**src/rtl/fir_pkg.sv**
```systemverilog
// -----------------------------------------------------------------------------
// fir_pkg
// Shared constants for the FIR output requantization path.
//   DEF_ACC_W : default signed width of the FIR accumulator result
//   DEF_OUT_W : default signed output sample width (Q1.16)
//   DEF_SHIFT : default number of fractional accumulator bits discarded
//   OUT_MAX   : largest representable output sample at DEF_OUT_W
//   OUT_MIN   : smallest representable output sample at DEF_OUT_W
// -----------------------------------------------------------------------------
package fir_pkg;

  localparam int DEF_ACC_W = 41;
  localparam int DEF_OUT_W = 17;
  localparam int DEF_SHIFT = 16;

  localparam int OUT_MAX = (2 ** (DEF_OUT_W - 1)) - 1;
  localparam int OUT_MIN = -(2 ** (DEF_OUT_W - 1));

endpackage : fir_pkg

```
**src/rtl/fir_sync_fifo.sv**
```systemverilog
// -----------------------------------------------------------------------------
// fir_sync_fifo
// Single-clock first-word-fall-through FIFO for requantized samples.
//   clk       : rising-edge clock
//   reset     : synchronous active-high reset (pointers and level only)
//   push      : write push_data this cycle (accepted if not full, or if a pop
//               happens in the same cycle)
//   push_data : sample to store
//   pop       : remove the head sample (ignored while empty)
//   pop_data  : head sample, forced to zero while the FIFO is empty
//   level     : number of stored samples, 0..DEPTH
//   full      : level == DEPTH
//   empty     : level == 0
// DEPTH must be a power of two so that the pointers wrap naturally.
// -----------------------------------------------------------------------------
module fir_sync_fifo
  import fir_pkg::*;
#(
  parameter int DEPTH = 16,
  parameter int OUT_W = DEF_OUT_W
) (
  input  logic                     clk,
  input  logic                     reset,
  input  logic                     push,
  input  logic [OUT_W-1:0]         push_data,
  input  logic                     pop,
  output logic [OUT_W-1:0]         pop_data,
  output logic [$clog2(DEPTH):0]   level,
  output logic                     full,
  output logic                     empty
);

  localparam int AW = $clog2(DEPTH);

  logic [OUT_W-1:0] mem [DEPTH];
  logic [AW-1:0]    wr_ptr;
  logic [AW-1:0]    rd_ptr;
  logic             wr_en;
  logic             rd_en;

  assign empty = (level == '0);
  assign full  = (level == (AW+1)'(DEPTH));

  // A push into a full FIFO still lands when the head leaves in the same
  // cycle: the slot being vacated is the one the write pointer points at.
  assign rd_en = pop && !empty;
  assign wr_en = push && (!full || rd_en);

  // Zero while empty so stale storage never shows on the output.
  assign pop_data = empty ? '0 : mem[rd_ptr];

  always_ff @(posedge clk) begin
    if (reset) begin
      wr_ptr <= '0;
      rd_ptr <= '0;
      level  <= '0;
    end else begin
      if (wr_en) wr_ptr <= wr_ptr + 1'b1;
      if (rd_en) rd_ptr <= rd_ptr + 1'b1;
      case ({wr_en, rd_en})
        2'b10:   level <= level + 1'b1;
        2'b01:   level <= level - 1'b1;
        default: level <= level;
      endcase
    end
  end

  always_ff @(posedge clk) begin
    if (wr_en) mem[wr_ptr] <= push_data;
  end

endmodule : fir_sync_fifo

```
**src/rtl/fir_result_requantizer.sv**
```systemverilog
// -----------------------------------------------------------------------------
// fir_result_requantizer
// Rounds a wide signed FIR accumulator to Q1.16, saturates it and queues the
// result in a FWFT FIFO towards a ready/valid consumer.
//   clk        : rising-edge clock
//   reset      : synchronous active-high reset
//   acc_valid  : acc_in is valid this cycle (no backpressure upstream)
//   acc_in     : signed accumulator result, ACC_W bits
//   out_data   : signed requantized head sample, OUT_W bits (0 when empty)
//   out_valid  : FIFO holds at least one sample
//   out_ready  : downstream takes out_data this cycle
//   fifo_level : samples currently stored
//   sat_flag   : sticky, set whenever a sample was clamped
//   sat_clr    : clears sat_flag (a simultaneous set wins)
//   drop_count : samples lost to a full FIFO, saturates at 65535
// Latency: sample at cycle N is registered rounded at the end of N, saturated
// and written at the end of N+1, visible at N+2 when the FIFO was empty.
// -----------------------------------------------------------------------------
module fir_result_requantizer
  import fir_pkg::*;
#(
  parameter int ACC_W = DEF_ACC_W,
  parameter int OUT_W = DEF_OUT_W,
  parameter int SHIFT = DEF_SHIFT,
  parameter int DEPTH = 16
) (
  input  logic                     clk,
  input  logic                     reset,
  input  logic                     acc_valid,
  input  logic signed [ACC_W-1:0]  acc_in,
  output logic signed [OUT_W-1:0]  out_data,
  output logic                     out_valid,
  input  logic                     out_ready,
  output logic [$clog2(DEPTH):0]   fifo_level,
  output logic                     sat_flag,
  input  logic                     sat_clr,
  output logic [15:0]              drop_count
);

  // Width of the rounded value: the ACC_W+1 sum shifted right by SHIFT.
  localparam int RND_W = ACC_W + 1 - SHIFT;

  localparam logic signed [ACC_W:0] HALF_LSB =
    {{ACC_W{1'b0}}, 1'b1} << (SHIFT - 1);

  localparam logic signed [RND_W-1:0] SAT_HI =
    {{(RND_W - OUT_W + 1){1'b0}}, {(OUT_W - 1){1'b1}}};
  localparam logic signed [RND_W-1:0] SAT_LO =
    {{(RND_W - OUT_W + 1){1'b1}}, {(OUT_W - 1){1'b0}}};

  // Round half up: add half an output LSB one bit wider than the input so
  // the sum cannot wrap, then arithmetic-shift away the fractional bits.
  function automatic logic signed [RND_W-1:0] round_half_up(
    input logic signed [ACC_W-1:0] a
  );
    logic signed [ACC_W:0] wide;
    wide = {a[ACC_W-1], a};
    wide = wide + HALF_LSB;
    wide = wide >>> SHIFT;
    return RND_W'(wide);
  endfunction

  function automatic logic is_clamped(input logic signed [RND_W-1:0] v);
    return (v > SAT_HI) || (v < SAT_LO);
  endfunction

  function automatic logic signed [OUT_W-1:0] saturate(
    input logic signed [RND_W-1:0] v
  );
    logic signed [RND_W-1:0] c;
    if (v > SAT_HI)      c = SAT_HI;
    else if (v < SAT_LO) c = SAT_LO;
    else                 c = v;
    return OUT_W'(c);
  endfunction

  logic                     vld_p1;
  logic signed [RND_W-1:0]  rnd_p1;
  logic signed [OUT_W-1:0]  sat_p2;
  logic                     clamp_p2;
  logic                     fifo_full;
  logic                     fifo_empty;
  logic                     fifo_pop;
  logic                     drop;
  logic [OUT_W-1:0]         fifo_head;

  // ---- stage 1: round, registered on valid cycles only ----
  always_ff @(posedge clk) begin
    if (reset) vld_p1 <= 1'b0;
    else       vld_p1 <= acc_valid;
  end

  always_ff @(posedge clk) begin
    if (acc_valid) rnd_p1 <= round_half_up(acc_in);
  end

  // ---- stage 2: saturate and write into the FIFO ----
  assign sat_p2   = saturate(rnd_p1);
  assign clamp_p2 = vld_p1 && is_clamped(rnd_p1);

  assign fifo_pop = out_ready && !fifo_empty;
  assign drop     = vld_p1 && fifo_full && !fifo_pop;

  fir_sync_fifo #(
    .DEPTH (DEPTH),
    .OUT_W (OUT_W)
  ) u_fifo (
    .clk       (clk),
    .reset     (reset),
    .push      (vld_p1),
    .push_data (sat_p2),
    .pop       (fifo_pop),
    .pop_data  (fifo_head),
    .level     (fifo_level),
    .full      (fifo_full),
    .empty     (fifo_empty)
  );

  assign out_valid = !fifo_empty;
  assign out_data  = fifo_head;

  // Sticky saturation flag; a new clamp beats a simultaneous clear.
  always_ff @(posedge clk) begin
    if (reset)         sat_flag <= 1'b0;
    else if (clamp_p2) sat_flag <= 1'b1;
    else if (sat_clr)  sat_flag <= 1'b0;
  end

  always_ff @(posedge clk) begin
    if (reset)                              drop_count <= '0;
    else if (drop && (drop_count != 16'hFFFF)) drop_count <= drop_count + 16'd1;
  end

endmodule : fir_result_requantizer
```
**config.mk**
```make
export PLATFORM = sky130hd
export DESIGN_NAME = fir_result_requantizer
export DESIGN_NICKNAME = d
export VERILOG_FILES = /design/src/rtl/fir_pkg.sv /design/src/rtl/fir_sync_fifo.sv /design/src/rtl/fir_result_requantizer.sv
export SDC_FILE = /design/constraint.sdc
export NUM_CORES = 1
export LEC_CHECK = 0
export CAP_MARGIN = 20
export CORE_UTILIZATION = 45
export CTS_CLUSTER_DIAMETER = 200
export CTS_CLUSTER_SIZE = 8
export DETAILED_ROUTE_END_ITERATION = 8
export GPL_TIMING_DRIVEN = 0
export PLACE_DENSITY = 0.62
export SLEW_MARGIN = 40
export SYNTH_ARGS = -nofsm -noshare
export SYNTH_HDL_FRONTEND = slang
export SYNTH_SLANG_ARGS = --single-unit
```
**constraint.sdc**
```tcl
create_clock -name clk -period 3.79 [get_ports clk]
set_input_delay 0.758 -clock clk [delete_from_list [all_inputs] [get_ports clk]]
set_output_delay 0.758 -clock clk [all_outputs]
set_load 0.01 [all_outputs]
```
==> results of run 1 <==
-- cell families after synthesis --
group	share of synthesized area [%]
AO/OA/AOI/OAI	3.50
XOR/XNOR	2.66
adder cells (fa/ha/maj)	1.08
buffers and inverters	1.34
flip-flops	71.5
multiplexers	14.3
AND/OR/NAND/NOR	5.61
-- synthesized netlist by cell type, drive strengths merged, types with 7 or more instances --
master	number	share of area, %
xor2	14	0.91
a21oi	8	0.30
mux4	68	11
xnor2	27	1.8
nor4	7	0.32
nand4	12	0.56
edfxtp	298	66
nor3	9	0.37
clkbuf	18	0.50
nand3	15	0.56
nand2	25	0.70
buf	13	0.45
ha	10	0.93
o22ai	17	0.79
dfxtp	35	5.2
o21ai	8	0.38
inv	14	0.39
o21a	19	1.1
and3	9	0.42
nor2	43	1.3
mux2i	39	2.9
-- power groups by stage --
stage | registers, µW | clock network, µW | logic, µW
after floorplan | 4290 | 0 | 1480
after global placement | 4290 | 0 | 2340
after detailed placement | 4300 | 0 | 2410
after CTS | 4240 | 3760 | 2460
after global routing | 4250 | 3890 | 2620
final | 4240 | 3680 | 2440
-- registers in the layout, indices dropped and copies added, names as in the netlist, named ones only --
register / count
u_fifo.wr_ptr: 4
rnd_p1: 26
sat_flag: 1
vld_p1: 1
drop_count: 16
u_fifo.level: 5
u_fifo.mem: 272
u_fifo.rd_ptr: 4
-- per-stage QoR --
| step | power [µW] | hold WS [ns] | TNS (ns) |
|---|---|---|---|
| 6_report | 10400 | 0.518 | 0 |
| 5_1_grt | 10800 | 0.547 | 0 |
| 4_1_cts | 10500 | 0.516 | 0 |
| 3_5_place_dp | 6700 | 0.509 | 0 |
| 3_3_place_gp | 6630 | 0.492 | -102.79 |
| 2_1_floorplan | 5770 | 0.468 | 0 |
-- per-layer routing --
layer,global-route usage (%),wire length (µm),up-vias
li1,-,-,3296
met1,25.2,12300,3724
met2,32.7,14400,231
met3,3.61,1550,45
met4,5.25,546,0
met5,0,0,-
-- critical path, delay by kind of cell (launching register included) --
family	cells	cell delay (ns)
AOI/OAI and AO/OA	1	0.21
muxes	2	0.78
buffers and inverters	3	1.08
DFF	1	0.32
-- worst max-delay path by stage --
stage                     slack [ns]  cells past startpoint               end       startpoint
after CTS                      0.009                      6      out_data[16]        flip-flop
after global placement         -1.59                      4  u_fifo.mem[2][8]        out_ready
after floorplan                 0.69                      3  u_fifo.mem[3][0]        out_ready
after global routing           0.003                      6      out_data[14]  u_fifo.level[0]
after detailed placement        0.02                      7      out_data[16]        flip-flop
final                           0.12                      6       out_data[4]        flip-flop
-- repair_timing --
action | CTS | global route
resized for setup | 16 | 14
pin swaps | 0 | 0
setup endpoints to repair | 17 | 16
hold buffers | 0 | 0
-- final cells by class --
class | count | area, µm²
Sequential cell | 333 | 9650
Clock buffer | 64 | 1260
Inverter | 14 | 52.6
Timing Repair Buffer | 94 | 915
Buffer | 30 | 176
Fill cell | 2291 | 13200
Multi-Input combinational cell | 374 | 3750
Clock inverter | 3 | 30.0
Tap cell | 390 | 488
==> qor.txt, run 1 <==
H-tree levels: 2
Flop pwr share: 40.9%
initial core utilization: 45.6%
Seq/Total Area, Yosys: 71.5%
pin count of the biggest net entering global routing: 28
Critical Path Source Type: flip-flop
Crit. End Element: primary output
Reg-to-Reg Start: u_fifo.level[0]
die area: 30700 µm²
CTS tree: yes
Crit path top cell by count: buf_2
core area: 29600 µm²
CP Cell Sequence: buf_2 > buf_2 > mux4_2 > mux2i_1 > o22ai_1 > clkdlybuf4s50_1
Hold Path Class: reg -> reg
drt first-iter violations: 463
remaining antenna violation count: 0
total number of vias: 7296
sw frac: 26.2%
CP max-delay cell: mux4_2
GPL Wtd Cong: 0.888
Max Slew Vio Count: 0
internal power: 7640 µW
hold depth: 2
Clock Skews: 0.0129 ns
Mapped Nets: 809
DP Area: 15000 µm²
Clk pwr share: 35.6%
switching power total: 2720 µW
WP data required: 3.03 ns
num rows: 63
TritonRoute pass-1 iters: 5
final core utilization: 55.2%
synthesized instance count: 752
FFs w/ async S/R, synth: 0%
vias in the first global route: 7720
total grt overflow: 0
peak supply drop: 516 µV
drc violations: 0
RSZ-0062 raised after global routing: false
root buffer cell: clkbuf_16
Avg WL per Cell: 22.1 µm
final setup margin: 0.121 ns
Final Cell Area: 16300 µm²
routed vias/inst: 5.60
Setup-failing EPs final: 0
initial antenna violation count: 0
post-DP HPWL: 19300 µm
Crit Path Class: reg -> out
Die Ht: 175 µm
synthesized flop and latch total: 333
Post-Syn Area: 13500 µm²
LEAKAGE: 0.00521 µW
most common cell after layout, fill and taps aside: edfxtp_1
Num CTS Buffers: 47
gr usage total: 19.2%
most frequent cells in the layout: edfxtp_1 (298), clkdlybuf4s50_1 (69), mux4_2 (68)
first-pass GRT wire length: 44300 µm
Skew-Pair Late Insertion Delay: 0.53 ns
part of the cycle the worst path needs: 96.8%
Ys Warns: 0
crit path max fanout: 10
hold path startpoint: u_fifo.wr_ptr[1]
Non-Filler Instances: 1302
number of synthesized flops with an enable pin: 298
CTS clk-pin slew, worst paths: 0.05 ns
Worst R2R Setup Slack: 0.86 ns
Die Wd: 175 µm
clock sink count: 333
MaxCap Viol Count: 0
Syn Area/Cell: 17.9 µm²
layout cells sized above 1: 20.9%
status: completed
# Post-CTS Setup Buffers: 0
Period minus WS final: 3.67 ns
final WL: 28800 µm
worst hold endpoint: u_fifo.wr_ptr[1]
IO Pins: 86
Distinct cells, synth: 46
final hold vios: 0
Fmax achieved: 273 MHz
nets: 951
dpl cells: 1235
worst-margin pin slew: 0.727 ns
antenna cells: 0
FF-to-FF path depth: 9
CP max stage delay: 0.56 ns
combinational share of power: 23.5%
R2R Path End: u_fifo.level[4]
Power Dens Cells: 635 nW/µm²
DP Worst Slack: 0.0209 ns
main flop type after synthesis: edfxtp_1
Critical Path AT: 2.91 ns
synthesis-to-layout area growth: 21.0%
buffers added on ports: 70
relative slew slack: 50.9%
Max Root-Sink Buffers: 3
(Power assumes the default switching activity.)
==> run 2: changes to the inputs <==
--- a/config.mk
+++ b/config.mk
@@ -7,2 +7,3 @@
 export LEC_CHECK = 0
+export ABC_AREA = 1
 export CAP_MARGIN = 20
@@ -17,2 +18,3 @@
 export SYNTH_HDL_FRONTEND = slang
+export SYNTH_HIERARCHICAL = 1
 export SYNTH_SLANG_ARGS = --single-unit
--- a/constraint.sdc
+++ b/constraint.sdc
@@ -3,2 +3,2 @@
 set_output_delay 0.758 -clock clk [all_outputs]
-set_load 0.01 [all_outputs]
+set_load 0.005 [all_outputs]
==> qor.txt, run 2 <==
status: completed (unchanged)
final setup margin: 0.0167 ns (was 0.121 ns)
Max Slew Vio Count: 0 (unchanged)
MaxCap Viol Count: 0 (unchanged)
Die Ht: 181 µm (was 175 µm)
drc violations: 0 (unchanged)
drt first-iter violations: 756 (was 463)
Critical Path Source Type: flip-flop (unchanged)
Max Root-Sink Buffers: 3 (unchanged)
TritonRoute pass-1 iters: 7 (was 5)
most common cell after layout, fill and taps aside: nand2_1 (was edfxtp_1)
Period minus WS final: 3.77 ns (was 3.67 ns)
FFs w/ async S/R, synth: 0% (unchanged)
critical path's top delay family: buffers and inverters (unchanged)
Total Power: 10900 µW (was 10400 µW)
routed vias/inst: 5.37 (was 5.60)
register area: 9650 µm² (unchanged)
commonest cells in the netlist: nand2_1 (437), edfxtp_1 (298), nand3_1 (161) (was edfxtp_1 (298), mux4_2 (68), nor2_1 (42))
Crit. End Element: primary output (unchanged)
Hold Path Class: reg -> reg (unchanged)
buffers added on ports: 70 (unchanged)
initial antenna violation count: 0 (unchanged)
Top reg by flops: u_fifo/mem (was u_fifo.mem)
Worst R2R Setup Slack: 0.41 ns (was 0.86 ns)
clock sink count: 333 (unchanged)
main flop type after synthesis: edfxtp_1 (unchanged)
CTS clk-pin slew, worst paths: 0.05 ns (about the same)
nets: 1544 (was 951)
internal power: 7430 µW (was 7640 µW)
GPL Wtd Cong: 0.929 (was 0.888)
Fmax achieved: 265 MHz (was 273 MHz)
CP max-delay cell: clkdlybuf4s50_1 (was mux4_2)
layout cells sized above 1: 9.23% (was 20.9%)
CP Cell Sequence: buf_2 > clkinv_1 > clkbuf_1 > nand3_1 > nand2_1 > nand2_1 > a21oi_1 > clkdlybuf4s50_1 (was buf_2 > buf_2 > mux4_2 > mux2i_1 > o22ai_1 > clkdlybuf4s50_1)
initial core utilization: 45.7% (was 45.6%)
first-pass GRT wire length: 56400 µm (was 44300 µm)
Flop pwr share: 38.7% (was 40.9%)
Mapped Nets: 1418 (was 809)
Syn Area/Cell: 10.6 µm² (was 17.9 µm²)
CP max stage delay: 0.53 ns (was 0.56 ns)
final hold vios: 0 (unchanged)
Ys Warns: 6 (was 0)
synthesized flop and latch total: 333 (unchanged)
Clock Skews: 0.0187 ns (was 0.0129 ns)
total grt overflow: 0 (unchanged)
Top Registers: u_fifo/mem: 272 flops, rnd_p1: 26 flops, drop_count: 16 flops (was u_fifo.mem: 272 flops, rnd_p1: 26 flops, drop_count: 16 flops)
peak supply drop: 339 µV (was 516 µV)
Crit path top cell by count: nand2_1 (was buf_2)
num rows: 65 (was 63)
Multi-input gate area: 4350 µm² (was 3750 µm²)
Skew-Pair Late Insertion Delay: 0.54 ns (was 0.53 ns)
Area contributors post-synth: edfxtp_1 (62%), nand2_1 (11%), nand3_1 (5.6%) (was edfxtp_1 (66%), mux4_2 (11%), dfxtp_1 (5.2%))
pin count of the biggest net entering global routing: 28 (unchanged)
synthesis-to-layout area growth: 19.1% (was 21.0%)
largest area contributor in the netlist: edfxtp_1 (unchanged)
synthesized instance count: 1361 (was 752)
vias in the first global route: 9861 (was 7720)
WP buf/inv: 4 (was 3)
Die Wd: 181 µm (was 175 µm)
Crit Path Class: reg -> out (unchanged)
switching power total: 3430 µW (was 2720 µW)
crit path max fanout: 10 (unchanged)
LEAKAGE: 0.00623 µW (was 0.00521 µW)
Setup TNS: 0 ns (unchanged)
worst-margin pin slew: 0.820 ns (was 0.727 ns)
filler cell count in the final layout: 2737 (was 2291)
IO Pins: 86 (unchanged)
combinational share of power: 26.8% (was 23.5%)
core area: 31600 µm² (was 29600 µm²)
RSZ-0062 raised after global routing: false (unchanged)
remaining antenna violation count: 0 (unchanged)
Clk pwr share: 34.5% (was 35.6%)
top-area cell type share of the netlist area: 62.1% (was 66.3%)
CTS tree: yes (unchanged)
most frequent cell after synthesis: nand2_1 (was edfxtp_1)
max reg flops: 272 (unchanged)
Setup-failing EPs final: 0 (unchanged)
sw frac: 31.6% (was 26.2%)
H-tree levels: 2 (unchanged)
most frequent cells in the layout: nand2_1 (435), edfxtp_1 (298), nand3_1 (161) (was edfxtp_1 (298), clkdlybuf4s50_1 (69), mux4_2 (68))
relative slew slack: 45.2% (was 50.9%)
Critical Path AT: 3.02 ns (was 2.91 ns)
die area: 32800 µm² (was 30700 µm²)
Min Hold Slack: 0.468 ns (was 0.518 ns)
WP data required: 3.03 ns (about the same)
Power Dens Cells: 632 nW/µm² (was 635 nW/µm²)
Hold-fix buffers, CTS: 0 (unchanged)
Seq/Total Area, Yosys: 66.9% (was 71.5%)
Distinct cells, synth: 34 (was 46)
part of the cycle the worst path needs: 99.6% (was 96.8%)
Post-Syn Area: 14400 µm² (was 13500 µm²)
number of synthesized flops with an enable pin: 298 (unchanged)
DP Worst Slack: 0.341 ns (was 0.0209 ns)
Avg WL per Cell: 19.4 µm (was 22.1 µm)
gr usage total: 23.1% (was 19.2%)
Num CTS Buffers: 47 (unchanged)
root buffer cell: clkbuf_16 (unchanged)
final WL: 37100 µm (was 28800 µm)
post-DP HPWL: 24600 µm (was 19300 µm)
total number of vias: 10200 (was 7296)
-- run 2: cell types whose count changed in the layout (fill, tap and decap cells not counted), sizes merged, moves of 17 or more --
cell / before / now
o22ai: 17 / 0
inv: 15 / 54
a21oi: 8 / 77
o21a: 19 / 0
nand3: 15 / 161
nor2: 43 / 112
xnor2: 27 / 10
nand2: 25 / 442
mux4: 68 / 0
o21ai: 8 / 31
mux2i: 39 / 0
-- run 2: what timing repair did --
action                     CTS  global route
gates resized for setup      0             2
setup endpoints to repair    0             2
buffers inserted             0             0
-- run 2: worst paths after layout --
check / end / cells past startpoint / from
worst min register to register: sat_flag / 2 / sat_flag
worst max register to register: u_fifo/mem[5][8] / 9 / u_fifo/level[0]
worst min-delay path: sat_flag / 2 / sat_flag
worst max-delay path: out_data[9] / 8 / flip-flop
-- run 2: area by class of cell --
cell class,count,share of cell area (%)
flip-flops and latches,333,56.2
multi-input cells,910,25.3
clock buffers,67,7.53
repair buffers,77,4.81
well taps,402,2.93
plain buffers,62,1.94
inverters,56,1.24
clock inverters,1,0.0291
diodes,2,0.0291
-- run 2: per-stage QoR --
| stage | area, µm² | utilization (%) | instances |
|---|---|---|---|
| after floorplan | 14400 | - | 1361 |
| after global placement | 15600 | 49.5 | 1833 |
| after detailed placement | 15900 | 50.3 | 1840 |
| after CTS | 17200 | 54.4 | 1908 |
| after global routing | 17200 | 54.4 | 1908 |
| final | 17200 | 54.4 | 1910 |
-- run 2: kinds of logic (layout without fill, tap and decap cells) --
family / count (synthesis) / count (layout) / synth area share (%)
other cells: 0 / 2 / 0
flops: 333 / 333 / 66.9
buf+inv: 118 / 263 / 3.78
simple gates: 738 / 738 / 21.2
xor+xnor: 34 / 34 / 2.07
fa+ha+maj: 11 / 11 / 1.01
compound gates: 127 / 127 / 5.06
-- run 2: power groups by stage --
stage                     registers (µW)  clock network (µW)  logic, µW
after floorplan                     4260                   0       1600
after global placement              4270                   0       2820
after detailed placement            4270                   0       2870
after CTS                           4210                3790       2880
after global routing                4210                3940       3130
final                               4210                3740       2910
-- run 2: worst min-delay path, delay by kind of cell, from the launching register on --
kind | cells | cell delay [ns]
flops | 1 | 0.31
simple gates | 1 | 0.06
compound gates | 1 | 0.05
-- run 2: routing by layer --
metal,global-route usage (%),wire [µm]
met3,3.45,2860
met1,30.8,15400
met5,0,0
met4,12.5,2020
met2,36.5,16800
